--- src/rtl/rc2014_bus_pkg.sv ---
// Shared encodings for the RC2014 Z80 bus decoder: cycle kinds, FSM states, strobe bit positions.
package rc2014_bus_pkg;

  typedef enum logic [1:0] {
    MEM_RD = 2'd0,
    MEM_WR = 2'd1,
    IO_RD  = 2'd2,
    IO_WR  = 2'd3
  } cyc_kind_t;

  typedef enum logic [2:0] {
    IDLE,
    ISSUE,
    RESP,
    DRIVE,
    RELEASE,
    SKIP,
    LATE
  } state_t;

  localparam int STROBE_W = 5;
  localparam int S_MRQ    = 0;
  localparam int S_IORQ   = 1;
  localparam int S_RD     = 2;
  localparam int S_WR     = 3;
  localparam int S_M1     = 4;

  function automatic logic is_write(cyc_kind_t k);
    return k[0];
  endfunction

endpackage

--- src/rtl/z80_bus_decoder_if.sv ---
// Z80 pad-side signals plus the transaction/response handshake to the responder stage.
interface z80_bus_decoder_if;
  import rc2014_bus_pkg::*;

  logic [15:0] a;
  logic [7:0]  d_in;
  logic [7:0]  d_out;
  logic        d_oe;
  logic        mrq;
  logic        iorq;
  logic        rd;
  logic        wr;
  logic        m1;
  logic        wait_n;

  logic        cyc_valid;
  logic        cyc_ready;
  cyc_kind_t   cyc_kind;
  logic [15:0] cyc_addr;
  logic [7:0]  cyc_wdata;
  logic        rsp_valid;
  logic [7:0]  rsp_data;
  logic        err_late;

  modport master (
    input  a, d_in, mrq, iorq, rd, wr, m1, cyc_ready, rsp_valid, rsp_data,
    output d_out, d_oe, wait_n, cyc_valid, cyc_kind, cyc_addr, cyc_wdata, err_late
  );

  modport slave (
    output a, d_in, mrq, iorq, rd, wr, m1, cyc_ready, rsp_valid, rsp_data,
    input  d_out, d_oe, wait_n, cyc_valid, cyc_kind, cyc_addr, cyc_wdata, err_late
  );

endinterface

--- src/rtl/bus_sync.sv ---
// STAGES-deep synchroniser for one active-low strobe; resets to 1 (strobe inactive).
module bus_sync #(
  parameter int STAGES = 2
) (
  input  logic clk,
  input  logic rst,
  input  logic d,
  output logic q
);

  logic [STAGES-1:0] ff;

  // NOTE: sequential state uses non-blocking assignments so every flop samples pre-edge values.
  always_ff @(posedge clk or posedge rst) begin
    if (rst) ff <= '1;
    else     ff <= {ff[STAGES-2:0], d};
  end

  assign q = ff[STAGES-1];

endmodule

--- src/rtl/z80_bus_decoder.sv ---
// RC2014 Z80 bus front end: synchronise strobes, qualify/classify cycles, issue transactions,
// drive read data back. Optional read stretching via WAIT_N when RC2014_WAIT_EN is defined.
module z80_bus_decoder
  import rc2014_bus_pkg::*;
#(
  parameter int          SYNC_STAGES = 2,
  parameter logic [15:0] MEM_BASE    = 16'h0000,
  parameter logic [15:0] MEM_SIZE    = 16'h2000,
  parameter logic [7:0]  IO_BASE     = 8'h00,
  parameter logic [7:0]  IO_MASK     = 8'hF8
) (
  input  logic               clk,
  input  logic               rst,
  z80_bus_decoder_if.master  bus
);

`ifdef RC2014_WAIT_EN
  localparam bit WAIT_EN = 1'b1;
`else
  localparam bit WAIT_EN = 1'b0;
`endif

  logic [STROBE_W-1:0] raw_n, sync_n, act, prev_act;
  state_t              state;
  logic                oe_reg;
  logic                wait_q;

  assign raw_n = {bus.m1, bus.wr, bus.rd, bus.iorq, bus.mrq};

  for (genvar gi = 0; gi < STROBE_W; gi++) begin : g_sync
    bus_sync #(.STAGES(SYNC_STAGES)) u_sync (
      .clk (clk),
      .rst (rst),
      .d   (raw_n[gi]),
      .q   (sync_n[gi])
    );
  end

  assign act = ~sync_n;

  logic        live, qualified, skip, mem_hit, io_hit;
  logic [16:0] mem_off;
  cyc_kind_t   kind;

  always_comb begin
    // NOTE: every always_comb output gets a default first so no path can infer a latch.
    live    = 1'b0;
    skip    = 1'b0;
    mem_off = {1'b0, bus.a} - {1'b0, MEM_BASE};
    mem_hit = 1'b0;
    io_hit  = 1'b0;
    kind    = MEM_RD;

    // A cycle is underway once a space strobe and a direction (or the INTA pattern) are present.
    live = ((act[S_MRQ] | act[S_IORQ]) & (act[S_RD] | act[S_WR]))
         | (act[S_IORQ] & act[S_M1])
         | (act[S_MRQ] & act[S_IORQ]);

    mem_hit = !mem_off[16] && (mem_off[15:0] < MEM_SIZE);
    io_hit  = (bus.a[7:0] & IO_MASK) == (IO_BASE & IO_MASK);
    kind    = cyc_kind_t'({act[S_IORQ], act[S_WR]});

    skip = (act[S_MRQ] & act[S_IORQ])
         | (act[S_IORQ] & act[S_M1])
         | (act[S_RD] & act[S_WR])
         | (act[S_IORQ] ? !io_hit : !mem_hit);
  end

  assign qualified = live && (act == prev_act);

  always_ff @(posedge clk or posedge rst) begin
    if (rst) begin
      state         <= IDLE;
      prev_act      <= '0;
      bus.cyc_valid <= 1'b0;
      bus.cyc_kind  <= MEM_RD;
      bus.cyc_addr  <= '0;
      bus.cyc_wdata <= '0;
      bus.d_out     <= '0;
      oe_reg        <= 1'b0;
      wait_q        <= 1'b1;
      bus.err_late  <= 1'b0;
    end else begin
      prev_act <= act;
      case (state)
        IDLE: begin
          if (qualified) begin
            if (skip) begin
              state <= SKIP;
            end else begin
              state         <= ISSUE;
              bus.cyc_valid <= 1'b1;
              bus.cyc_kind  <= kind;
              bus.cyc_addr  <= bus.a;
              bus.cyc_wdata <= is_write(kind) ? bus.d_in : 8'h00;
              if (WAIT_EN && !is_write(kind)) wait_q <= 1'b0;
            end
          end
        end
        ISSUE: begin
          // cyc_valid is never withdrawn; a released read is caught as late in RESP.
          if (bus.cyc_ready) begin
            bus.cyc_valid <= 1'b0;
            state         <= is_write(bus.cyc_kind) ? RELEASE : RESP;
          end
        end
        RESP: begin
          if (bus.rsp_valid) begin
            wait_q <= 1'b1;
            if (act[S_RD]) begin
              bus.d_out <= bus.rsp_data;
              oe_reg    <= 1'b1;
              state     <= DRIVE;
            end else begin
              bus.err_late <= 1'b1;
              state        <= IDLE;
            end
          end else if (!act[S_RD]) begin
            state <= LATE;
          end
        end
        DRIVE: begin
          if (!act[S_RD]) begin
            oe_reg <= 1'b0;
            state  <= IDLE;
          end
        end
        RELEASE, SKIP: begin
          if (!act[S_MRQ] && !act[S_IORQ]) state <= IDLE;
        end
        LATE: begin
          if (bus.rsp_valid) begin
            bus.err_late <= 1'b1;
            wait_q       <= 1'b1;
            state        <= IDLE;
          end
        end
        default: state <= IDLE;
      endcase
    end
  end

  // Raw RD and reset gate the pad enable combinationally so release never causes contention.
  assign bus.d_oe   = oe_reg & ~bus.rd & ~rst;
  assign bus.wait_n = wait_q;

endmodule

--- src/flat_wrapper.sv ---
// flat-port wrapper written by rule: the top's interface ports become plain ports
module z80_bus_decoder_flat import rc2014_bus_pkg::*;
#(
  parameter int          SYNC_STAGES = 2,
  parameter logic [15:0] MEM_BASE    = 16'h0000,
  parameter logic [15:0] MEM_SIZE    = 16'h2000,
  parameter logic [7:0]  IO_BASE     = 8'h00,
  parameter logic [7:0]  IO_MASK     = 8'hF8
)
  (clk, rst, bus_a, bus_d_in, bus_mrq, bus_iorq, bus_rd, bus_wr, bus_m1, bus_cyc_ready, bus_rsp_valid, bus_rsp_data, bus_d_out, bus_d_oe, bus_wait_n, bus_cyc_valid, bus_cyc_kind, bus_cyc_addr, bus_cyc_wdata, bus_err_late);
  z80_bus_decoder_if bus_i ();
  input  logic clk;
  input  logic rst;
  input wire logic [$bits(bus_i.a)-1:0] bus_a;
  input wire logic [$bits(bus_i.d_in)-1:0] bus_d_in;
  input wire logic [$bits(bus_i.mrq)-1:0] bus_mrq;
  input wire logic [$bits(bus_i.iorq)-1:0] bus_iorq;
  input wire logic [$bits(bus_i.rd)-1:0] bus_rd;
  input wire logic [$bits(bus_i.wr)-1:0] bus_wr;
  input wire logic [$bits(bus_i.m1)-1:0] bus_m1;
  input wire logic [$bits(bus_i.cyc_ready)-1:0] bus_cyc_ready;
  input wire logic [$bits(bus_i.rsp_valid)-1:0] bus_rsp_valid;
  input wire logic [$bits(bus_i.rsp_data)-1:0] bus_rsp_data;
  output wire logic [$bits(bus_i.d_out)-1:0] bus_d_out;
  output wire logic [$bits(bus_i.d_oe)-1:0] bus_d_oe;
  output wire logic [$bits(bus_i.wait_n)-1:0] bus_wait_n;
  output wire logic [$bits(bus_i.cyc_valid)-1:0] bus_cyc_valid;
  output wire logic [$bits(bus_i.cyc_kind)-1:0] bus_cyc_kind;
  output wire logic [$bits(bus_i.cyc_addr)-1:0] bus_cyc_addr;
  output wire logic [$bits(bus_i.cyc_wdata)-1:0] bus_cyc_wdata;
  output wire logic [$bits(bus_i.err_late)-1:0] bus_err_late;
  assign bus_i.a = bus_a;
  assign bus_i.d_in = bus_d_in;
  assign bus_i.mrq = bus_mrq;
  assign bus_i.iorq = bus_iorq;
  assign bus_i.rd = bus_rd;
  assign bus_i.wr = bus_wr;
  assign bus_i.m1 = bus_m1;
  assign bus_i.cyc_ready = bus_cyc_ready;
  assign bus_i.rsp_valid = bus_rsp_valid;
  assign bus_i.rsp_data = bus_rsp_data;
  assign bus_d_out = bus_i.d_out;
  assign bus_d_oe = bus_i.d_oe;
  assign bus_wait_n = bus_i.wait_n;
  assign bus_cyc_valid = bus_i.cyc_valid;
  assign bus_cyc_kind = bus_i.cyc_kind;
  assign bus_cyc_addr = bus_i.cyc_addr;
  assign bus_cyc_wdata = bus_i.cyc_wdata;
  assign bus_err_late = bus_i.err_late;
  z80_bus_decoder #(.SYNC_STAGES(SYNC_STAGES), .MEM_BASE(MEM_BASE), .MEM_SIZE(MEM_SIZE), .IO_BASE(IO_BASE), .IO_MASK(IO_MASK)) u_core (.clk(clk), .rst(rst), .bus(bus_i));
endmodule
--- config.mk ---
export PLATFORM = sky130hd
export DESIGN_NAME = z80_bus_decoder_flat
export DESIGN_NICKNAME = d
export VERILOG_FILES = /design/src/rtl/rc2014_bus_pkg.sv /design/src/rtl/z80_bus_decoder_if.sv /design/src/rtl/bus_sync.sv /design/src/rtl/z80_bus_decoder.sv /design/src/flat_wrapper.sv
export SDC_FILE = /design/constraint.sdc
export NUM_CORES = 1
export LEC_CHECK = 0
export CORE_MARGIN = 1
export CORE_UTILIZATION = 45
export DETAILED_ROUTE_END_ITERATION = 8
export PLACE_DENSITY = 0.8
export SLEW_MARGIN = 25
export SYNTH_ARGS = -nofsm -noshare
export SYNTH_HDL_FRONTEND = slang
export SYNTH_HIERARCHICAL = 1
export SYNTH_SLANG_ARGS = --single-unit
export TNS_END_PERCENT = 5
--- constraint.sdc ---
create_clock -name clk -period 2.4 [get_ports clk]
set_input_delay 0.24 -clock clk [delete_from_list [all_inputs] [get_ports clk]]
set_output_delay 0.24 -clock clk [all_outputs]
set_load 0.02 [all_outputs]
==> flow_metrics.env <==
export IMPL_drt_pass1_iterations=4
export IMPL_drt_drc_violations_left=0
export IMPL_buffer_ports_inserted=77
export IMPL_io_pins=79
export IMPL_ys_warn_count=6
export IMPL_timing_final_crit_share_pct=87.7
export IMPL_slew_limit_headroom_pct=63.0
export IMPL_die_x_um=73.1
export IMPL_initial_core_util_pct=47.6
export IMPL_worst_r2r_endpoint="u_core/bus.cyc_addr[0]"
export IMPL_end_of_flow_core_utilization_pct=67.6
export IMPL_worst_r2r_path_depth=5
export IMPL_worst_setup_hold_path_clk_slew_ns=0.10
export IMPL_cell_rows=25
export IMPL_critical_path_endpoint="u_core/bus.cyc_addr[0]"
export IMPL_clock_fmax_mhz=475
export IMPL_grt_overflow_total=0
export IMPL_vias_in_the_first_global_route=1582
export IMPL_setup_repair_after_global_routing_missed_its_margin="false"
export IMPL_final_hold_viol_count=0
export IMPL_timing_final_ws_setup_ns=0.296
export IMPL_cts_inserted_buffers=5
export IMPL_drt_vias_per_instance=4.91
export IMPL_number_of_antenna_violations_at_the_first_check_in_global_routing=0
export IMPL_timing_hold_worst_class="in -> reg"
export IMPL_worst_setup_path_type="reg -> reg"
export IMPL_grt_util_all_layers_pct=18.2
export IMPL_netlist_cell_type_count=38
export IMPL_grt_first_pass_wirelength_um=7360
export IMPL_ratio_of_total_power_to_cell_area_nw_per_um2=768
export IMPL_syn_area_um2=2280
export IMPL_worstPathArrival_ns=2.30
export IMPL_final_net_count=301
export IMPL_detailed_place_hpwl_um=3290
export IMPL_finalClockSkew_ns=0.00884
export IMPL_cellLeakagePower_uw=0.00144
export IMPL_totalNegativeSetupSlack_ns=0
export IMPL_crit_path_start="u_core/state[2]"
export IMPL_cp_end_kind="flip-flop"
export IMPL_crit_path_max_fanout=25
export IMPL_worst_ir_drop_vdd_mv=0.467
export IMPL_num_fill_cells=375
export IMPL_flow_area_growth_from_synthesis_pct=42.2
export IMPL_syn_area_per_cell_um2=12.6
export IMPL_chipHeight_um=73.1
export IMPL_holdWs_ns=0.326
export IMPL_most_common_library_cell_in_the_layout_ignoring_fill_and_taps="sky130_fd_sc_hd__clkdlybuf4s50_1"
export IMPL_largest_register_ffs=16
export IMPL_starting_drc_count_in_detailed_routing=93
export IMPL_regArea_um2=1390
export IMPL_syn_num_nets=221
export IMPL_critical_path_max_stage_delay_ns=0.49
export IMPL_worstPathCellList="nor3_4 -> or3b_1 -> a2111o_1 -> buf_4 -> mux2_4"
export IMPL_wire_per_inst_um=13.6
export IMPL_cpMaxStageDelayCell="sky130_fd_sc_hd__dfrtp_1"
export IMPL_post_route_cells_drive_above_1_share_pct=19.5
export IMPL_reg2reg_setup_slack_ns=0.30
export IMPL_timing_final_crit_period_ns=2.10
export IMPL_synth_enable_flop_cells=0
export IMPL_multi_input_comb_area_um2=774
export IMPL_finalWirelength_um=4470
export IMPL_grt_start_max_net_pins=46
export IMPL_top_register="u_core/bus.cyc_addr"
export IMPL_registers_with_the_highest_flip_flop_counts="u_core/bus.cyc_addr (16), u_core/g_sync.u_sync/ff (10)"
export IMPL_tritoncts="done"
export IMPL_route_antenna_remaining_nets=0
export IMPL_placement_setup_worst_slack_ns=0.207
export IMPL_ys_ff_latch=55
export IMPL_number_of_hold_buffers_added_after_cts=0
export IMPL_layout_common_cells="77 x sky130_fd_sc_hd__clkdlybuf4s50_1, 45 x sky130_fd_sc_hd__dfrtp_1, 21 x sky130_fd_sc_hd__nand2_1"
export IMPL_outcome="complete, no violations"
export IMPL_part_of_the_yosys_area_used_for_sequential_elements_pct=61.0
export IMPL_ctsHtreeMaxLevel=2
export IMPL_max_cap_violations=0
export IMPL_synthCells=180
export IMPL_antenna_cells_inserted=0
export IMPL_setup_viol=0
export IMPL_clock_tree_buffer_depth=2
export IMPL_buffers_inserted_by_post_cts_timing_repair=0
export IMPL_critPathLaunchType="flip-flop"
export IMPL_fraction_of_registers_with_async_set_reset_pct=100
export IMPL_gp_routability_congestion=0.885
export IMPL_synth_ff_type="sky130_fd_sc_hd__dfrtp_1"
export IMPL_post_cts_resize_count=0
export IMPL_clk_latency_ns=0.31
export IMPL_timing_critical_path_required_ns=2.59
export IMPL_crit_reg2reg_launch="u_core/state[2]"
export IMPL_die_area_um2=5350
export IMPL_worst_slew_pin_slew_ns=0.555
export IMPL_cts_root_buf="sky130_fd_sc_hd__clkbuf_8"
export IMPL_dr_total_vias=1609
export IMPL_core_outline_area_um2=4790
export IMPL_final_max_slew_violation_count=0
export IMPL_cts_sinks=55
==> kinds of logic (layout without fill, tap and decap cells) <==
kind of cell | after synthesis | after routing | share of synthesized area (%)
other cells | 1 | 1 | 0.165
flops | 55 | 55 | 61.0
simple gates | 39 | 39 | 8.80
xor+xnor | 4 | 4 | 1.54
compound gates | 34 | 34 | 9.68
mux | 25 | 25 | 13.9
buf+inv | 22 | 103 | 4.95
==> synth_stat cells, types with 2 or more instances <==
library cell / instances / area, um^2
sky130_fd_sc_hd__mux2_4: 9 / 135
sky130_fd_sc_hd__nor2_1: 4 / 15.0
sky130_fd_sc_hd__buf_2: 2 / 10.0
sky130_fd_sc_hd__and2_1: 2 / 12.5
sky130_fd_sc_hd__nand2_1: 21 / 78.8
sky130_fd_sc_hd__dfstp_2: 10 / 263
sky130_fd_sc_hd__o21ai_1: 3 / 15.0
sky130_fd_sc_hd__nor2b_1: 2 / 12.5
sky130_fd_sc_hd__xor2_1: 4 / 35.0
sky130_fd_sc_hd__nand2b_1: 2 / 12.5
sky130_fd_sc_hd__a21oi_1: 5 / 25.0
sky130_fd_sc_hd__inv_1: 13 / 48.8
sky130_fd_sc_hd__o21ai_0: 14 / 70.1
sky130_fd_sc_hd__mux2_2: 16 / 180
sky130_fd_sc_hd__o311ai_0: 2 / 17.5
sky130_fd_sc_hd__o221ai_1: 2 / 17.5
sky130_fd_sc_hd__dfrtp_1: 45 / 1130
sky130_fd_sc_hd__nor3_1: 2 / 10.0
sky130_fd_sc_hd__clkbuf_1: 3 / 11.3
==> per-stage QoR <==
stage / area, um^2 / instances / total power, uW
floorplan: 2280 / 180 / 1490
global placement: 3100 / 320 / 1790
detailed placement: 3100 / 320 / 1800
CTS: 3240 / 328 / 2520
global route: 3240 / 328 / 2620
finish: 3240 / 328 / 2490
==> worst min path at each step <==
stage                                             start                       endpoint  slack [ns]  cells after the start
final                                           bus_mrq  u_core/g_sync[0].u_sync/ff[0]        0.33                      1
after global routing                            bus_mrq  u_core/g_sync[0].u_sync/ff[0]        0.32                      1
after CTS                                       bus_mrq  u_core/g_sync[0].u_sync/ff[0]        0.32                      1
after detailed placement  u_core/g_sync[3].u_sync/ff[0]  u_core/g_sync[3].u_sync/ff[1]        0.35                      0
after global placement    u_core/g_sync[1].u_sync/ff[0]  u_core/g_sync[1].u_sync/ff[1]        0.35                      0
after floorplan                                     rst  u_core/g_sync[0].u_sync/ff[0]        0.15                      1
==> layer usage <==
layer	vias to the layer above	wire (um)	GRT usage [%]
li1	769	-	-
met1	773	1920	22.9
met2	59	2200	29.6
met3	8	272	5.25
met4	0	77	7.41
met5	-	0	0
==> critical path: cells and delay by family, from the launching register on <==
kind | cells | cell delay [ns]
compound gates | 1 | 0.31
simple gates | 2 | 0.65
flops | 1 | 0.49
mux | 1 | 0.32
buf+inv | 1 | 0.23
==> layout make-up <==
class / instances / area share, %
flip-flops and latches: 55 / 42.9
repair buffers: 81 / 24.7
multi-input cells: 103 / 23.9
well taps: 67 / 2.59
clock buffers: 5 / 2.13
clock inverters: 3 / 2.09
inverters: 14 / 1.62
==> power by group <==
| group | total (uW) | internal (uW) | switching [uW] |
|---|---|---|---|
| Combinational | 645 | 351 | 293 |
| Clock | 704 | 416 | 288 |
| Sequential | 1140 | 1050 | 89.9 |
| Total | 2490 | 1810 | 672 |
Power figures use the tool's default switching activity.
